[config.mk]
export PLATFORM = sky130hd
export DESIGN_NAME = axis_level_trigger
export DESIGN_NICKNAME = d
export VERILOG_FILES = /design/src/rtl/axis_level_trigger.sv
export SDC_FILE = /design/constraint.sdc
export NUM_CORES = 1
export LEC_CHECK = 0
export CAP_MARGIN = 25
export CORE_MARGIN = 2
export CORE_UTILIZATION = 56
export CTS_CLUSTER_SIZE = 14
export DETAILED_ROUTE_END_ITERATION = 12
export PLACE_DENSITY_LB_ADDON = 0.12
export SYNTH_ARGS = -nofsm -noshare
export SYNTH_HDL_FRONTEND = slang
export SYNTH_SLANG_ARGS = --single-unit
[constraint.sdc]
create_clock -name aclk -period 7.61 [get_ports aclk]
set_clock_uncertainty 0.2 [all_clocks]
set_input_delay 1.522 -clock aclk [delete_from_list [all_inputs] [get_ports aclk]]
set_output_delay 1.522 -clock aclk [all_outputs]
set_load 0.01 [all_outputs]
[src/rtl/axis_level_trigger.sv]
// Level trigger on an AXI-Stream pass-through: hysteresis-qualified crossing
// detector with arm/disarm control, optional auto re-arm after a beat holdoff.
module axis_level_trigger #(
    parameter int AXIS_TDATA_WIDTH = 32,
    parameter int SAMPLE_WIDTH     = 14,
    parameter int CNTR_WIDTH       = 32
) (
    input  logic                          aclk,
    input  logic                          areset,
    input  logic [AXIS_TDATA_WIDTH-1:0]   s_axis_tdata,
    input  logic                          s_axis_tvalid,
    output logic                          s_axis_tready,
    output logic [AXIS_TDATA_WIDTH-1:0]   m_axis_tdata,
    output logic                          m_axis_tvalid,
    input  logic                          m_axis_tready,
    input  logic [SAMPLE_WIDTH-1:0]       cfg_level,
    input  logic [SAMPLE_WIDTH-2:0]       cfg_hyst,
    input  logic [1:0]                    cfg_mode,
    input  logic                          cfg_auto,
    input  logic [CNTR_WIDTH-1:0]         cfg_holdoff,
    input  logic                          arm,
    input  logic                          disarm,
    output logic                          trg_out,
    output logic                          state_out,
    output logic                          armed_out,
    output logic [CNTR_WIDTH-1:0]         trg_count,
    output logic [CNTR_WIDTH-1:0]         trg_pos
);

    localparam int TW = SAMPLE_WIDTH + 1;
    localparam logic [CNTR_WIDTH-1:0] CNT_ONE = CNTR_WIDTH'(1);

    typedef enum logic [1:0] {
        ST_IDLE,
        ST_ARMED,
        ST_HOLDOFF
    } state_t;

    typedef enum logic [1:0] {
        RG_UNKNOWN,
        RG_LOW,
        RG_HIGH
    } region_t;

    state_t                  state_q, state_d;
    region_t                 region_q, region_d;
    logic [CNTR_WIDTH-1:0]   idx_q, idx_d;
    logic [CNTR_WIDTH-1:0]   hold_q, hold_d;
    logic [CNTR_WIDTH-1:0]   count_q, count_d;
    logic [CNTR_WIDTH-1:0]   pos_q, pos_d;
    logic                    trg_q, trg_d;
    logic                    sticky_q, sticky_d;

    logic                    beat;
    logic signed [TW-1:0]    sample_x;
    logic signed [TW-1:0]    level_x;
    logic signed [TW-1:0]    hyst_x;
    logic signed [TW-1:0]    thr_lo;
    logic signed [TW-1:0]    thr_hh;
    logic                    below_lo;
    logic                    at_or_above_hi;
    logic                    above_hh;
    logic                    rise;
    logic                    fall;
    logic                    qualified;

    assign m_axis_tdata  = s_axis_tdata;
    assign m_axis_tvalid = s_axis_tvalid;
    assign s_axis_tready = m_axis_tready;

    assign beat = s_axis_tvalid & m_axis_tready;

    // One extra bit keeps level-hyst and level+hyst from wrapping at the rails.
    assign sample_x = {s_axis_tdata[SAMPLE_WIDTH-1], s_axis_tdata[SAMPLE_WIDTH-1:0]};
    assign level_x  = {cfg_level[SAMPLE_WIDTH-1], cfg_level};
    assign hyst_x   = {2'b00, cfg_hyst};
    assign thr_lo   = level_x - hyst_x;
    assign thr_hh   = level_x + hyst_x;

    assign below_lo       = sample_x < thr_lo;
    assign at_or_above_hi = sample_x >= level_x;
    assign above_hh       = sample_x >= thr_hh;

    assign rise = (region_q == RG_LOW)  &&  at_or_above_hi;
    assign fall = (region_q == RG_HIGH) && !at_or_above_hi;

    always_comb begin
        qualified = 1'b0;
        case (cfg_mode)
            2'b00:   qualified = rise;
            2'b01:   qualified = fall;
            2'b10:   qualified = rise | fall;
            default: qualified = 1'b0;
        endcase
    end

    always_comb begin
        state_d  = state_q;
        region_d = region_q;
        idx_d    = idx_q;
        hold_d   = hold_q;
        count_d  = count_q;
        pos_d    = pos_q;
        trg_d    = 1'b0;
        sticky_d = sticky_q;

        if (beat) begin
            idx_d = idx_q + CNT_ONE;
            if (below_lo) begin
                region_d = RG_LOW;
            end else if (above_hh) begin
                region_d = RG_HIGH;
            end
        end

        if (disarm) begin
            state_d = ST_IDLE;
        end else begin
            case (state_q)
                ST_IDLE: begin
                    if (arm) begin
                        state_d  = ST_ARMED;
                        sticky_d = 1'b0;
                        region_d = RG_UNKNOWN;
                    end
                end
                ST_ARMED: begin
                    if (beat && qualified) begin
                        trg_d    = 1'b1;
                        sticky_d = 1'b1;
                        count_d  = count_q + CNT_ONE;
                        pos_d    = idx_q;
                        if (!cfg_auto) begin
                            state_d = ST_IDLE;
                        end else if (cfg_holdoff == '0) begin
                            state_d  = ST_ARMED;
                            region_d = RG_UNKNOWN;
                        end else begin
                            state_d = ST_HOLDOFF;
                            hold_d  = cfg_holdoff;
                        end
                    end
                end
                ST_HOLDOFF: begin
                    if (arm) begin
                        state_d  = ST_ARMED;
                        sticky_d = 1'b0;
                        region_d = RG_UNKNOWN;
                    end else if (beat) begin
                        hold_d = hold_q - CNT_ONE;
                        if (hold_q <= CNT_ONE) begin
                            hold_d   = '0;
                            state_d  = ST_ARMED;
                            region_d = RG_UNKNOWN;
                        end
                    end
                end
                default: state_d = ST_IDLE;
            endcase
        end
    end

    always_ff @(posedge aclk or posedge areset) begin
        if (areset) begin
            state_q  <= ST_IDLE;
            region_q <= RG_UNKNOWN;
            idx_q    <= '0;
            hold_q   <= '0;
            count_q  <= '0;
            pos_q    <= '0;
            trg_q    <= 1'b0;
            sticky_q <= 1'b0;
        end else begin
            state_q  <= state_d;
            region_q <= region_d;
            idx_q    <= idx_d;
            hold_q   <= hold_d;
            count_q  <= count_d;
            pos_q    <= pos_d;
            trg_q    <= trg_d;
            sticky_q <= sticky_d;
        end
    end

    assign trg_out   = trg_q;
    assign state_out = sticky_q;
    assign armed_out = (state_q == ST_ARMED);
    assign trg_count = count_q;
    assign trg_pos   = pos_q;

endmodule

## Yosys cells after proc, flatten, opt, wreduce, memory -nomap -nowiden

Cells that the tools add are included.
Widths: inputs -> output; s select.

- Add/subtract/negate cells: 5
- Order comparisons: 4
- Equality and inequality tests: 16
- Mux-type cells: 35
- Bitwise logic cells: 3
- Reduce and logical (&&, ||, !) cells: 14

Operators with widths:

| cell | count |
|---|---|
| $mux 32 | 6 |
| $add 32x1->32 const B | 2 |
| $pmux 32 s2 | 1 |
| $mux 2 | 19 |
| $le 32x1->1 const B | 1 |
| $logic_not 32->1 | 1 |
| $sub 32x1->32 const B | 1 |
| $add 14x14->15 | 1 |
| $ge 14x15->1 | 1 |
| $lt 14x15->1 | 1 |
| $sub 14x14->15 | 1 |
| $ge 14x14->1 | 1 |
| $pmux 2 s3 | 2 |
| $ne 2x2->1 const B | 4 |
| $ne 4x4->1 const B | 2 |
| $reduce_and 4->1 | 2 |
| $reduce_and 7->1 | 1 |
| $eq 2x1->1 const B | 3 |
| $eq 2x2->1 const B | 3 |
| $mux 1 | 5 |
| $logic_not 2->1 | 2 |
| $ne 2x1->1 const B | 2 |
| $reduce_bool 2->1 | 2 |
| $logic_and 1x1->1 | 3 |
| 10 further kinds | 10 |

- Flip-flop bits (word level): 134
- Bits of input ports: 100
- Output and inout port bits: 101
- Word-level logic and storage cells: 85

## Depth between registers and ports, before layout

- Word-level depth: 10
- Depth in mapped cells: 18
- Mapped depth without buffers: 18

## Worst setup path before layout

OpenSTA, ideal clock, no wires.

- Kind: input port to flip-flop
- From: in cfg_hyst[2]
- To: reg region_q[1]
- Library setup time: 0.120 ns
- Data arrival time: 5.028 ns
- Required time: 7.290 ns
- Slack: 2.262 ns
- Stages: 17
- Path buffers: 1
- Cells stage by stage: inv_1 ha_1 clkbuf_1 o21ba_2 o311ai_0 a31oi_1 nor2_1 o21ba_2 o41a_1 a211o_1 ha_1 nand2_1 or3_1 a221oi_1 mux2i_1 a21oi_1 o211a_1

- Word-level cells in the longest chain between the ends: 10
- Elaborated cells between the ends (all ways): 16
- Classes of those cells: add/sub: 2; order compare: 2; mux: 12

RTL lines:

| item | RTL line | source |
|---|---|---|
| start: declaration | 17 | `input logic [SAMPLE_WIDTH-2:0] cfg_hyst,` |
| $add 14x14->15 | 78 | `assign thr_hh = level_x + hyst_x;` |
| $ge 14x15->1 | 82 | `assign above_hh = sample_x >= thr_hh;` |
| $mux 2 | 111 | `end else if (above_hh) begin` |
| $mux 2 (*) | 109 | `if (below_lo) begin` |
| $mux 2 (*) | 107 | `if (beat) begin` |
| $mux 2 (on tied branches) | 151, 135 |  |
| $mux 2 (on tied branches) | 149, 133 |  |
| $mux 2 (on tied branches) | 145, 128 |  |
| $pmux 2 s3 | 119 | `case (state_q)` |
| $mux 2 (*) | 116 | `if (disarm) begin` |
| net region_d[1] | 46 | `region_t region_q, region_d;` |
| end signal: assignment | 175 | `region_q <= region_d;` |
| end: declaration | 46 |  |

The timed path passes the listed nets; every way through them passes the cells marked *.
A chain may end at the register's enable or synchronous reset.

## Final worst setup path

- From: in cfg_level[0]
- To: reg region_q[1]

- Word-level cells in the longest chain between the ends: 10
- Elaborated cells between the ends (all ways): 23
- Classes of those cells: add/sub: 2; order compare: 3; mux: 13; bitwise: 1; reduce/logical: 4

RTL lines:

| item | RTL line | source |
|---|---|---|
| start: declaration | 16 | `input logic [SAMPLE_WIDTH-1:0] cfg_level,` |
| $add 14x14->15 | 78 |  |
| $ge 14x15->1 | 82 |  |
| $mux 2 | 111 |  |
| $mux 2 | 109 |  |
| $mux 2 | 107 |  |
| $mux 2 (on tied branches) | 151, 135 |  |
| $mux 2 (on tied branches) | 149, 133 |  |
| $mux 2 (on tied branches) | 145, 128 |  |
| $pmux 2 s3 | 119 |  |
| $mux 2 (*) | 116 |  |
| net region_d[1] | 46 |  |

Marked as above.

==> impl_results.md <==
* Most used DFF post-synth: dfrtp_1
* R2R depth at 7
* Hold WC Path Type: reg2reg
* Max Used Layer: met4
* Initial antenna violation count at 0
* Max-Cap Viols at 0
* P&R area growth vs syn at 23.5%
* FF-to-FF End: hold_q[27]
* Syn Inst Count at 988
* Min-delay src: trg_count[31]
* Xor/xnor share of the synthesized area at 0.0819
* Setup TNS at 0 ns
* Reg-to-reg critical path startpoint: hold_q[12]
* Reg2Reg Setup Slack at 4.54 ns
* Worst EP arrival at 5.78 ns
* Total grt overflow at 0
* Sequential fraction of the synthesis area at 0.364
* Worst Hold End: trg_count[31]
* Reg clk slew, reported paths at 0.06 ns
* Post-CTS setup buffer count at 0
* Bufs on Longest Clock Path at 2
* WL final at 21.8 mm
* First-pass DRT Iterations at 5
* #FFs+latches synth at 134
* Share of cells above drive strength 1 at 0.0912
* Startpoint Class: input pin
* Tcrit/Tclk final at 0.745
* Leakage at 5.06 nW
* # clock sinks at 134
* Data required time at the worst endpoint at 7.72 ns
* Final net count at 1281
* Synth Area in Simple Gates at 0.202
* Slew Limit Headroom at 0.384
* Adder-Cell Fraction of Synth Area at 0.104
* Hold buffers post-CTS at 0
* FMAX at 0.176 GHz
* Wire length on met3 at 1.34 mm
* Multi-input gate area at 0.00522 mm²
* Syn_area_per_cell at 9.31 µm²
* CP Class: in2reg
* Combinational family with the most area after synthesis: simple AND/OR/NAND/NOR gates
* Die area at 0.0175 mm²
* Post-synthesis mux area share at 0.0438
* Port Buffers at 164
* Final Hold Viols at 0
* Hold WS at 0.270 ns
* Mapped Area at 0.00920 mm²
* CTS root buffer: clkbuf_16
* GP Congestion at 0.946
* First-pass GRT wire length at 36.1 mm
* Worst setup margin at 1.94 ns
* Hold path cells at 1
* Post-synth ARST share at 1.00
* Worst setup slack after placement at 1.53 ns
* Ports at 201
* DR WL met2 at 10.6 mm
* Slew @ Worst Pin at 0.923 ns
* Post-route ant nets at 0
* Critical Path Sink Type: flop
* Crit Path Max Fanout at 4
* Cell Pwr Density at 196 mW/mm²
* Yosys warns at 0
* Endpoints failing setup at 0
* Vias in the first global route at 7410
* Unrepaired setup endpoints after global routing: no
* Pin count of the biggest net entering global routing at 86
* CTS tree: done
* Starting Density at 0.577
* Slew Limit Fails at 0
* 1st-iter DRT viols at 403
* Compound-cell area share of the yosys netlist at 0.135
* Unique masters post-synth at 74
* FF+latch area at 0.00335 mm²
* Max VDD drop at 178 µV
* Synthesized net count at 1163
* Row count at 46
* WL/cell at 16.3 µm
* Filler instances at 1242
* Min Tclk post-route at 5.67 ns
* Post-synth EDFFs at 0
* Die Ht at 132 µm
* Outcome: finished clean
* Vias/cell at 5.80
* Number of inserted diodes at 0
* Worst-Skew Late Latency at 0.42 ns
* GRT Resource Usage Total at 0.251
* Die Wd at 132 µm
* Wl on met1 at 9.63 mm
* H-tree Lvls at 4
* Core ar. at 0.0159 mm²
* CTS resizes at 0
* Design Area, Final at 0.0114 mm²
* Placed wire-length estimate at 15.7 mm
* DRC at 0
* Vias post-DR at 7747
* Area post-placement at 0.0107 mm²
* CTS Buf Count at 17
==> cell usage after synthesis (3+ instances only) <==
cell type  number  area share
mux2_2         34       0.042
a21oi_1        55       0.030
nor4_1         19       0.013
a32oi_1         8      0.0076
buf_2          11      0.0060
a21o_1          5      0.0041
nor2_1         85       0.035
or4_1           5      0.0041
nor2b_1         7      0.0048
nor3_1         33       0.018
nand2_1        39       0.016
dfrtp_1       134        0.36
o41ai_1         3      0.0029
nor4b_1         7      0.0067
ha_1           73       0.099
a221oi_1        3      0.0029
and3_1         16       0.011
nor3_2          3      0.0033
or3_1           8      0.0054
and2_1          8      0.0054
xnor2_1        66       0.063
nand4_1        31       0.021
a31oi_1        11      0.0075
o21ai_1        44       0.024
buf_4          40       0.033
nand2b_1        9      0.0061
nand3_1        40       0.022
o21ai_0        17      0.0092
and4_1          7      0.0067
o211ai_1        8      0.0065
inv_1          55       0.022
xor2_1         20       0.019
or2_2           5      0.0034
clkbuf_1       20      0.0082
o21a_1          3      0.0024
==> per-layer routing <==
metal,vias to the layer above,track usage
li1,3775,-
met1,3720,0.331
met2,231,0.420
met3,21,0.0542
met4,0,0.0699
met5,-,0
==> logic make-up (layout without fill, tap and decap cells) <==
kind of cell / count (synthesis) / count (layout)
buffers and inverters: 126 / 257
adder cells (fa/ha/maj): 75 / 75
AND/OR/NAND/NOR: 340 / 340
multiplexers: 36 / 36
flip-flops: 134 / 134
AO/OA/AOI/OAI: 191 / 191
XOR/XNOR: 86 / 86
==> per-stage QoR <==
step	power, mW	cells	util
final	2.23	1335	0.713
after global placement	1.37	1302	0.673
after floorplan	1.20	988	-
after detailed placement	1.38	1302	0.673
after global routing	2.34	1335	0.713
after CTS	2.24	1334	0.711
==> sequential cells by signal, summed over array words and instances, names as in the netlist <==
name       count
state_out      1
region_q       2
hold_q        32
trg_count     32
idx_q         32
trg_out        1
state_q        2
trg_pos       32
==> power breakdown <==
| group | internal (mW) | switching, mW | leakage, nW | total, mW |
|---|---|---|---|---|
| sequential | 0.780 | 0.0696 | 1.80 | 0.850 |
| clock | 0.502 | 0.346 | 0.293 | 0.848 |
| combinational | 0.255 | 0.274 | 2.96 | 0.530 |
==> how the worst max path moves through the flow <==
stage | start | to | depth (start not counted)
floorplan | cfg_hyst[2] | region_q[1] | 17
global placement | cfg_hyst[2] | region_q[1] | 17
detailed placement | cfg_level[0] | region_q[1] | 18
CTS | cfg_level[0] | region_q[1] | 18
global route | cfg_hyst[2] | region_q[1] | 17
finish | cfg_level[0] | region_q[1] | 18
==> final cells by class <==
class	instances	share of cell area
clock inverters	14	0.0144
multi-input cells	728	0.459
repair buffers	170	0.150
well taps	216	0.0238
clock buffers	18	0.0387
inverters	55	0.0184
flip-flops and latches	134	0.295
==> cells in the final DEF (no fill, tap or decap), types with 5 or more instances in the layout <==
cell type        Yosys  layout
a21o_1               5       5
mux2_2              34      34
nand3_1             40      40
o21ai_1             44      44
xnor2_1             66      66
o21ai_0             17      17
nor4b_1              7       7
ha_1                73      73
a21oi_1             55      55
nor3_1              33      33
dfrtp_1            134     134
or2_2                5       5
and2_1               8       8
xor2_1              20      20
a32oi_1              8       8
and4_1               7       7
or4_1                5       5
clkdlybuf4s50_1      0     164
buf_4               40       5
clkbuf_16            0      17
inv_6                0       6
or3_1                8       8
nor4_1              19      19
o211ai_1             8       8
nand4_1             31      31
inv_1               55      54
nand2_1             39      39
nand2b_1             9       8
nor2b_1              7       7
and3_1              16      16
nor2_1              85      85
a31oi_1             11      11
==> worst max-delay path: stages <==
cell and delay, ns:
clkdlybuf4s50_1 0.47, ha_1 0.26, inv_1 0.08, fa_1 0.20, o21ba_2 0.17, o311ai_0 0.14, a31oi_1 0.30, nor2_1 0.07
o21ba_2 0.21, o41a_1 0.35, a211o_1 0.32, ha_1 0.34, nand2_1 0.06, or3_1 0.36, a221oi_1 0.34, mux2i_1 0.27
a21oi_1 0.09, o211a_1 0.20
No activity file was read; power rests on OpenSTA's default activity.
